**config.mk**
```make
export PLATFORM = sky130hd
export DESIGN_NAME = decode_stage_pipe
export DESIGN_NICKNAME = d
export VERILOG_FILES = /design/src/rtl/cpu_pkg.sv /design/src/rtl/decode_ctrl.sv /design/src/rtl/decode_stage_pipe.sv
export SDC_FILE = /design/constraint.sdc
export NUM_CORES = 1
export LEC_CHECK = 0
export CORE_MARGIN = 2
export CORE_UTILIZATION = 60
export CTS_BUF_LIST = sky130_fd_sc_hd__clkbuf_16
export DETAILED_ROUTE_END_ITERATION = 12
export PLACE_DENSITY_LB_ADDON = 0.12
export SLEW_MARGIN = 20
export SYNTH_ARGS = -nofsm -noshare
export SYNTH_HDL_FRONTEND = slang
export SYNTH_SLANG_ARGS = --single-unit
```
**constraint.sdc**
```tcl
create_clock -name clk -period 7.4 [get_ports clk]
set_input_delay 0.74 -clock clk [delete_from_list [all_inputs] [get_ports clk]]
set_output_delay 0.74 -clock clk [all_outputs]
set_load 0.05 [all_outputs]
```
**src/rtl/cpu_pkg.sv**
```systemverilog
// Shared ISA encodings and control types for the decode stage and its controller.
package cpu_pkg;

  localparam int REG_AW = 4;

  typedef enum logic [4:0] {
    OP_NOP  = 5'd0,
    OP_ADD  = 5'd1,
    OP_SUB  = 5'd2,
    OP_AND  = 5'd3,
    OP_OR   = 5'd4,
    OP_ADDI = 5'd5,
    OP_LDI  = 5'd6,
    OP_LD   = 5'd7,
    OP_ST   = 5'd8,
    OP_PUSH = 5'd9,
    OP_POP  = 5'd10,
    OP_CMP  = 5'd11,
    OP_JMP  = 5'd12,
    OP_BR   = 5'd13,
    OP_CALL = 5'd14,
    OP_RET  = 5'd15
  } opcode_t;

  typedef enum logic [1:0] {
    IMM_16 = 2'b00,
    IMM_19 = 2'b01,
    IMM_27 = 2'b10
  } imm_sel_t;

  typedef enum logic [1:0] {
    DST_RS1 = 2'b00,
    DST_RS2 = 2'b01,
    DST_RD3 = 2'b10
  } reg_dst_sel_t;

  typedef struct packed {
    logic cmp;
    logic returni;
    logic mem_addr_sel;
    logic sp_sel;
    logic mem_wr;
    logic wb_sel;
    logic reg_wr;
    logic call;
  } ctrl_t;

endpackage

```
**src/rtl/decode_ctrl.sv**
```systemverilog
// Combinational opcode decoder: control bundle, immediate/destination selects
// and branch redirect controls. Unlisted opcodes decode as a no-op.
module decode_ctrl
  import cpu_pkg::*;
(
  input  opcode_t      opcode,
  output ctrl_t        ctrl,
  output imm_sel_t     imm_sel,
  output reg_dst_sel_t reg_dst_sel,
  output logic         branch_type,
  output logic         branch_sel
);

  always_comb begin
    ctrl        = '0;
    imm_sel     = IMM_16;
    reg_dst_sel = DST_RD3;
    branch_type = 1'b0;
    branch_sel  = 1'b0;
    case (opcode)
      OP_ADD, OP_SUB, OP_AND, OP_OR: ctrl.reg_wr = 1'b1;
      OP_ADDI, OP_LDI: begin
        ctrl.reg_wr = 1'b1;
        imm_sel     = IMM_19;
        reg_dst_sel = DST_RS1;
      end
      OP_LD: begin
        ctrl.reg_wr = 1'b1;
        ctrl.wb_sel = 1'b1;
        reg_dst_sel = DST_RS2;
      end
      OP_ST: ctrl.mem_wr = 1'b1;
      OP_PUSH: begin
        ctrl.mem_wr       = 1'b1;
        ctrl.sp_sel       = 1'b1;
        ctrl.mem_addr_sel = 1'b1;
      end
      OP_POP: begin
        ctrl.reg_wr       = 1'b1;
        ctrl.wb_sel       = 1'b1;
        ctrl.sp_sel       = 1'b1;
        ctrl.mem_addr_sel = 1'b1;
      end
      OP_CMP: ctrl.cmp = 1'b1;
      OP_JMP: begin
        imm_sel    = IMM_27;
        branch_sel = 1'b1;
      end
      OP_BR: begin
        imm_sel     = IMM_27;
        branch_sel  = 1'b1;
        branch_type = 1'b1;
      end
      // Call redirects PC-relative and pushes the return address.
      OP_CALL: begin
        imm_sel           = IMM_27;
        branch_sel        = 1'b1;
        branch_type       = 1'b1;
        ctrl.call         = 1'b1;
        ctrl.mem_wr       = 1'b1;
        ctrl.sp_sel       = 1'b1;
        ctrl.mem_addr_sel = 1'b1;
      end
      OP_RET: begin
        ctrl.returni      = 1'b1;
        ctrl.sp_sel       = 1'b1;
        ctrl.mem_addr_sel = 1'b1;
      end
      default: ;
    endcase
  end

endmodule

```
**src/rtl/decode_stage_pipe.sv**
```systemverilog
// Decode stage with register file, WB->ID bypass, load-use stall and registered ID/EX boundary.
// Optional feature: define STALL_CNT_EN to build the saturating load-use stall counter.
module decode_stage_pipe
  import cpu_pkg::*;
#(
  parameter int DATA_W       = 32,
  parameter int NUM_WR_PORTS = 1,
  parameter int NUM_REGS     = 16
) (
  input  logic                           clk,
  input  logic                           rst_n,
  input  logic                           if_valid,
  output logic                           id_ready,
  input  logic [31:0]                    instr,
  input  logic [31:0]                    pc_plus_4,
  input  logic                           interrupt,
  input  logic [NUM_WR_PORTS-1:0]        wr,
  input  logic [REG_AW*NUM_WR_PORTS-1:0] wr_dst,
  input  logic [DATA_W*NUM_WR_PORTS-1:0] wr_data,
  input  logic                           flush,
  input  logic                           ex_ready,
  output logic                           ex_valid,
  output logic [DATA_W-1:0]              ex_rd1,
  output logic [DATA_W-1:0]              ex_rd2,
  output logic [DATA_W-1:0]              ex_imm,
  output logic [REG_AW-1:0]              ex_reg_dst,
  output logic [REG_AW-1:0]              ex_rs1,
  output logic [REG_AW-1:0]              ex_rs2,
  output logic [31:0]                    ex_pc_plus_4,
  output logic                           ex_interrupt,
  output logic [4:0]                     ex_opcode,
  output ctrl_t                          ex_ctrl,
  output logic [31:0]                    branch_pc,
  output logic                           branch_sel,
  output logic [31:0]                    stall_cnt
);

  logic [REG_AW-1:0] rs1, rs2, rd3, reg_dst;
  logic [DATA_W-1:0] rd1, rd2, imm;
  logic [DATA_W-1:0] regs [NUM_REGS];
  ctrl_t             ctrl;
  imm_sel_t          imm_sel;
  reg_dst_sel_t      reg_dst_sel;
  logic              branch_type, dec_branch_sel;
  logic              load_use, accept;

  assign rs1 = instr[26:23];
  assign rs2 = instr[22:19];
  assign rd3 = instr[18:15];

  decode_ctrl u_decode_ctrl (
    .opcode      (opcode_t'(instr[31:27])),
    .ctrl        (ctrl),
    .imm_sel     (imm_sel),
    .reg_dst_sel (reg_dst_sel),
    .branch_type (branch_type),
    .branch_sel  (dec_branch_sel)
  );

  always_comb begin
    case (imm_sel)
      IMM_16:  imm = {{(DATA_W-16){instr[15]}}, instr[15:0]};
      IMM_19:  imm = {{(DATA_W-19){instr[18]}}, instr[18:0]};
      default: imm = {{(DATA_W-27){instr[26]}}, instr[26:0]};
    endcase
    case (reg_dst_sel)
      DST_RS1: reg_dst = rs1;
      DST_RS2: reg_dst = rs2;
      default: reg_dst = rd3;
    endcase
  end

  // Walk ports high to low so the lowest-index matching writer wins the bypass.
  always_comb begin
    rd1 = regs[rs1];
    rd2 = regs[rs2];
    for (int p = NUM_WR_PORTS - 1; p >= 0; p--) begin
      if (wr[p] && (wr_dst[p*REG_AW +: REG_AW] == rs1)) rd1 = wr_data[p*DATA_W +: DATA_W];
      if (wr[p] && (wr_dst[p*REG_AW +: REG_AW] == rs2)) rd2 = wr_data[p*DATA_W +: DATA_W];
    end
  end

  always_ff @(posedge clk or negedge rst_n) begin
    if (!rst_n) begin
      for (int r = 0; r < NUM_REGS; r++) regs[r] <= '0;
    end else begin
      for (int p = NUM_WR_PORTS - 1; p >= 0; p--) begin
        if (wr[p]) regs[wr_dst[p*REG_AW +: REG_AW]] <= wr_data[p*DATA_W +: DATA_W];
      end
    end
  end

  assign load_use   = ex_valid && ex_ctrl.reg_wr && ex_ctrl.wb_sel &&
                      ((ex_reg_dst == rs1) || (ex_reg_dst == rs2));
  assign id_ready   = !flush && !load_use && (!ex_valid || ex_ready);
  assign accept     = if_valid && id_ready;
  assign branch_pc  = imm[31:0] + (branch_type ? pc_plus_4 : 32'd0);
  assign branch_sel = accept && dec_branch_sel;

  // Flush only kills the valid bit; payload is reloaded solely on accept.
  always_ff @(posedge clk or negedge rst_n) begin
    if (!rst_n) begin
      ex_valid     <= 1'b0;
      ex_rd1       <= '0;
      ex_rd2       <= '0;
      ex_imm       <= '0;
      ex_reg_dst   <= '0;
      ex_rs1       <= '0;
      ex_rs2       <= '0;
      ex_pc_plus_4 <= '0;
      ex_interrupt <= 1'b0;
      ex_opcode    <= '0;
      ex_ctrl      <= '0;
    end else if (flush) begin
      ex_valid <= 1'b0;
    end else if (!ex_valid || ex_ready) begin
      ex_valid <= accept;
      if (accept) begin
        ex_rd1       <= rd1;
        ex_rd2       <= rd2;
        ex_imm       <= imm;
        ex_reg_dst   <= reg_dst;
        ex_rs1       <= rs1;
        ex_rs2       <= rs2;
        ex_pc_plus_4 <= pc_plus_4;
        ex_interrupt <= interrupt;
        ex_opcode    <= instr[31:27];
        ex_ctrl      <= ctrl;
      end
    end
  end

`ifdef STALL_CNT_EN
  logic [31:0] stall_q;

  always_ff @(posedge clk or negedge rst_n) begin
    if (!rst_n) begin
      stall_q <= '0;
    end else if (if_valid && load_use && !flush && (stall_q != 32'hFFFF_FFFF)) begin
      stall_q <= stall_q + 32'd1;
    end
  end

  assign stall_cnt = stall_q;
`else
  assign stall_cnt = 32'd0;
`endif

endmodule

```
* After elaboration in Yosys (flattened, before gate mapping)
Cells that the tools add are included.
** Storage, ports and cells
- Input port bits :: 107
- Bits in registers :: 667
- Output and inout bits :: 221
** Cells by class
- Order comparisons :: 4
- Equal/unequal tests :: 21
- $add $sub $neg :: 1
- Mux-type cells :: 27
- Bitwise operators :: 4
- Reduce and logical (&&, ||, !) cells :: 26
** Operators with widths (count)
- bitwise mux 512 bit :: 1
- binary-select mux 32 bit (select 4 bit) :: 2
- two-way mux 32 bit :: 8
- demux 32 bit (select 4 bit) :: 1
- one-hot mux 32 bit (2 select lines) :: 1
- equality test 5 x 4 -> 1 bit (second input constant) :: 8
- adder 32 bit :: 1
- equality test 5 x 3 -> 1 bit (second input constant) :: 4
- equality test 4 bit :: 4
- >= comparator 5 bit (second input constant) :: 3
- inverter 4 -> 5 bit :: 3
- equality test 5 x 2 -> 1 bit (second input constant) :: 2
- logical AND 1 bit :: 10
- two-way mux 1 bit :: 10
- one-hot mux 2 bit (2 select lines) :: 2
- one-hot mux 4 bit (2 select lines) :: 1
- OR reduction 8 bit :: 1
- OR reduction 2 bit :: 3
- OR reduction 3 bit :: 2
- equality test 5 x 1 -> 1 bit (second input constant) :: 1
- less-than comparator 5 x 1 -> 1 bit (second input constant) :: 1
- equality test 2 x 1 -> 1 bit (second input constant) :: 2
- zero test 2 bit :: 2
- OR reduction 4 bit :: 1
- 6 further kinds :: 9

* Logic depth before layout (Yosys ltp)
- Word-level depth :: 9
- Depth in mapped cells :: 16
- Mapped depth without buffers :: 15

* Hierarchy
A second synthesis with hierarchy kept.
** Unflattened totals
- Cell total of the unflattened synthesis :: 2399
- Area total of the unflattened synthesis :: 35695.5 µm²
** Modules (own cells, without submodules)
- decode_stage_pipe :: times used 1, area each 35467.8 µm², cells each 2367, seq. area each 16565.9 µm²
- decode_ctrl :: times used 1, area each 227.7 µm², cells each 32, seq. area each 0.0 µm²

* Least setup slack after synthesis
OpenSTA, ideal clock, no wires.
- Kind :: input port to output port
- Start point :: input port instr[28]
- End point :: output port branch_pc[26]
- Data required time :: 6.660 ns
- Path slack :: 2.402 ns
- Data arrival time :: 4.258 ns
- Stages on the path :: 15
- Path through :: clkbuf_1 -> inv_2 -> nor2_1 -> nor2_1 -> nor2_1 -> clkbuf_1 -> and2_1 -> ha_1 -> nor2b_1 -> o31ai_2 -> a31oi_1 -> a31o_2 -> o31a_1 -> o41a_1 -> xor2_1
** On the way
- Longest elaborated chain between the ends :: 6
** Ends and longest elaborated chain
- start, declared :: line decode_stage_pipe.sv:14 : input logic [31:0] instr,
- equality test 5 x 4 -> 1 bit / equality test 5 x 3 -> 1 bit (equally long branches) :: line decode_ctrl.sv:20 : case (opcode)
- OR reduction 3 bit (no source line) / OR reduction 2 bit (equally long branches)
- one-hot mux 2 bit (2 select lines) :: line decode_ctrl.sv:20
- equality test 2 x 1 -> 1 bit / zero test 2 bit (equally long branches) :: line decode_stage_pipe.sv:61 : case (imm_sel)
- one-hot mux 32 bit (2 select lines) :: line decode_stage_pipe.sv:61
- adder 32 bit * :: line decode_stage_pipe.sv:97 : assign branch_pc = imm[31:0] + (branch_type ? pc_plus_4 : 32'd0);
- end, declared :: line decode_stage_pipe.sv:33 : output logic [31:0] branch_pc,
Mark *: on every way between the ends. The rest lies on a longest branch, timed or not.

* Worst setup path in the final report
- Start point :: input port instr[29]
- End point :: output port branch_pc[29]
** On the way
- Longest elaborated chain between the ends :: 6
** Ends and longest elaborated chain
- equality test 5 x 4 -> 1 bit / equality test 5 x 3 -> 1 bit (equally long branches) :: line decode_ctrl.sv:20
- OR reduction 3 bit (no source line) / OR reduction 2 bit (equally long branches)
- one-hot mux 2 bit (2 select lines) * :: line decode_ctrl.sv:20
- equality test 2 x 1 -> 1 bit / zero test 2 bit (equally long branches) :: line decode_stage_pipe.sv:61
- one-hot mux 32 bit (2 select lines) * :: line decode_stage_pipe.sv:61
- via imm[16] :: line decode_stage_pipe.sv:39 : logic [DATA_W-1:0] rd1, rd2, imm;
- adder 32 bit * :: line decode_stage_pipe.sv:97
The timed path passes the listed nets; every way through them passes the cells marked *.

==> impl_results.md <==
* Tcrit/Tclk final at 85.6%
* FF-to-FF Start: ex_reg_dst[1]
* Launch point of the critical path: instr[29]
* Ranking of synthesized cells by area: dfrtp_1, mux4_2, mux2_1
* TNS Setup at 0 ns
* Clk root buf: clkbuf_16
* Cell Area, Synth at 35500 µm²
* Post-synthesis adder-cell area fraction at under 10%
* Hold WS at 0.180 ns
* Final Wtd Congestion at 0.931
* Met2 usage at 52.8%
* NumNets Final at 2745
* Die Area at 61100 µm²
* DP HPWL at 59.0 mm
* Req. time, crit path at 6.66 ns
* Final setup viols at 0
* Largest net degree at the start of global routing at 138
* Yosys cell types at 64
* Hold Path Class: primary input to asynchronous set/reset pin
* Busiest grt layer: met2
* Pre-antenna DRT Iters at 7
* CP max FO at 10
* Final WS setup at 1.07 ns
* Worst slack at placement at approximately 1.2 ns
* H-Tree Depth at 3
* EDFF count, synth at 0
* XOR/XNOR Fraction of Synth Area at under 10%
* Setup bufs post-CTS at 0
* Mapped Avg Cell Area at 14.7 µm²
* Simple-gate area share of the yosys netlist at between 3 and 4%
* Via density at 6.64
* Crit path DAT at 5.59 ns
* DR vias at approximately 23k
* Cells after Synth at 2411
* Register bit total from synthesis at 661
* Std-Cell Rows at 89
* Pwr dens at 293 nW/µm²
* Post-layout min period at 6.33 ns
* Post-CTS Resized at 0
* Initial DRC count at 2060
* Largest stage delay on the critical path at 0.84 ns
* Synth-to-layout area growth at 15.5%
* Tot GR Track Use at around 33%
* YS warnings at 0
* Critical path's slowest cell: clkdlybuf4s50_1
* Drt wl/cell at 28.8 µm
* Post-synthesis mux area share at between 40 and 50%
* Global Route met1 Usage at 46.5%
* Synth Area in Compound Gates at 3.41%
* Fmax at 158 MHz
* Initial core utilization at 60.4%
* Layout Utilization at a little over two thirds
* IO Count at 328
* WP buf/inv at 2
* Clock sink total at 661
* M3 GR Usage at 6.67%
* Global route overflow at 0
* Slew @ Worst Pin at 1.03 ns
* Clock Latency Late Sink at roughly 0.62 ns
* Fill cell count at ~4k
* Relative slew slack at between 30% and 40%
* Core Area at 58800 µm²
* Startpoint Class: primary input
* Clock skew at 0.0316 ns
* Post-synth top area cell: dfrtp_1
* Die span in y at 247 µm
* Crit. End Element: output pin
* CTS tree: yes
* Leading cell type in the layout, fill and taps excluded: dfrtp_1
* Static leakage at 17.0 nW
* Routed wire length at 99.0 mm
* Max clock buf depth at 3
* Max VDD drop at 0.000213 V
* Most frequent cells in the layout: dfrtp_1, mux2_1, mux4_2
* Register clock-pin slew on the reported worst setup and hold paths at ~0.06 ns
* Hold Buf Count CTS at 0
* Outcome: finished clean
* Sequence of cells on the critical path: clkdlybuf4s50_1, nor3b_1, o21ai_1, nand2_1, a21boi_0, a31o_2, ha_1, nand3_1, nor3b_1, nor3_1, a311oi_1, a21oi_1, o41ai_2, xor2_1, clkdlybuf4s50_1
* Max-slew violations at 0
* Vias in the first global route at 23.6k
* Drt drc at 0
* Most used DFF post-synth: dfrtp_1
* Max_cap viols at 0
* Area share of the largest cell type after synthesis at 46.6%
* Register area share after synthesis at 46.6%
* Delay-heaviest family, CP: compound AO/OA/AOI/OAI gates
* Largest family of logic cells by synthesized area: multiplexers
* Async set or reset register ratio after synthesis at 100%
* First-pass GRT wire length at ~150 mm
* Antenna Nets Post-Route at 0
* CTS buffer count at 72
* Fin. Hold Viols at 0
* Initial antenna violation count at 4
* RSZ-0062 raised after global routing: no
* DIE WIDTH at 247 µm
* Layout cell share with drive strength beyond 1 at 22.3%
* WS Path Type: primary input to output pin
* Port bufs at around 300
## power breakdown
| group | total (mW) | internal, mW | switching, mW |
|---|---|---|---|
| sequential | 5.04 | 4.45 | 0.589 |
| combinational | 3.47 | 1.68 | 1.79 |
| clock | 3.50 | 2.03 | 1.47 |
| total | 12.0 | 8.17 | 3.84 |
## per-stage QoR
step                      power (mW)  instance area, µm²  std cells
after floorplan                 7.41               35600       2442
after global placement          8.37               38700       3305
after detailed placement        8.56               38700       3305
after CTS                       12.1               41000       3431
after global routing            12.5               41000       3431
final                           12.0               41000       3434
## metal layers
layer,wire length [µm],vias up
met3,7560,204
li1,-,9506
met4,3180,4
met2,47700,911
met1,40500,12200
met5,50,-
## synth_stat cells, types with 4 or more instances
library cell	number
a31o_2	4
nor3b_1	4
a21o_1	16
or3_1	4
xor2_1	17
mux2i_1	68
nor3_1	11
buf_1	20
xnor2_1	29
buf_2	56
a31oi_1	6
nand2_1	118
mux2_2	108
nand3b_1	5
clkbuf_1	112
mux2_1	475
o211ai_1	4
o31ai_1	7
o21ai_0	8
dfrtp_1	661
mux4_2	320
nand3_1	6
inv_1	12
a21oi_1	38
a211oi_1	5
o21ai_1	81
buf_6	17
ha_1	31
buf_4	39
nand2b_1	7
nor2b_1	8
nor2_1	39
and2_1	31
## registers in the layout (all words and copies together), names as in the netlist
signal / cells
ex_interrupt: 1
regs: 512
ex_pc_plus_4: 32
ex_rs2: 4
ex_valid: 1
ex_ctrl: 7
ex_rd2: 32
ex_opcode: 5
ex_rs1: 4
ex_rd1: 32
ex_reg_dst: 4
ex_imm: 27
## layout make-up
cell class | instances | area (µm²) | area share, %
well taps | 773 | 967 | 2.36
diodes | 3 | 7.51 | 0.0183
flip-flops and latches | 661 | 16500 | 40.4
clock buffers | 75 | 1880 | 4.58
repair buffers | 334 | 3310 | 8.07
multi-input cells | 1524 | 17900 | 43.6
clock inverters | 51 | 382 | 0.931
inverters | 13 | 48.8 | 0.119
## path summary, 6_finish.rpt
kind,endpoint,slack (ns),cells past startpoint
hold / removal,ex_rd2[26],0.18,1
setup reg to reg,ex_pc_plus_4[5],4.47,7
setup / recovery,branch_pc[29],1.07,15
min in group clk,ex_rd1[26],0.48,2
hold reg to reg,ex_rd1[26],0.48,2
max in group asynchronous,regs[3],5.66,2
## kinds of logic (layout without fill, tap and decap cells)
logic type	Yosys count	after routing
muxes	971	971
xor gates and xnor gates	46	46
other	1	35
AOI/OAI and AO/OA	198	198
buffers and inverters	257	473
and+or+nand+nor	245	245
adders and majority gates	32	32
DFF	661	661
Power figures use the tool's default switching activity.
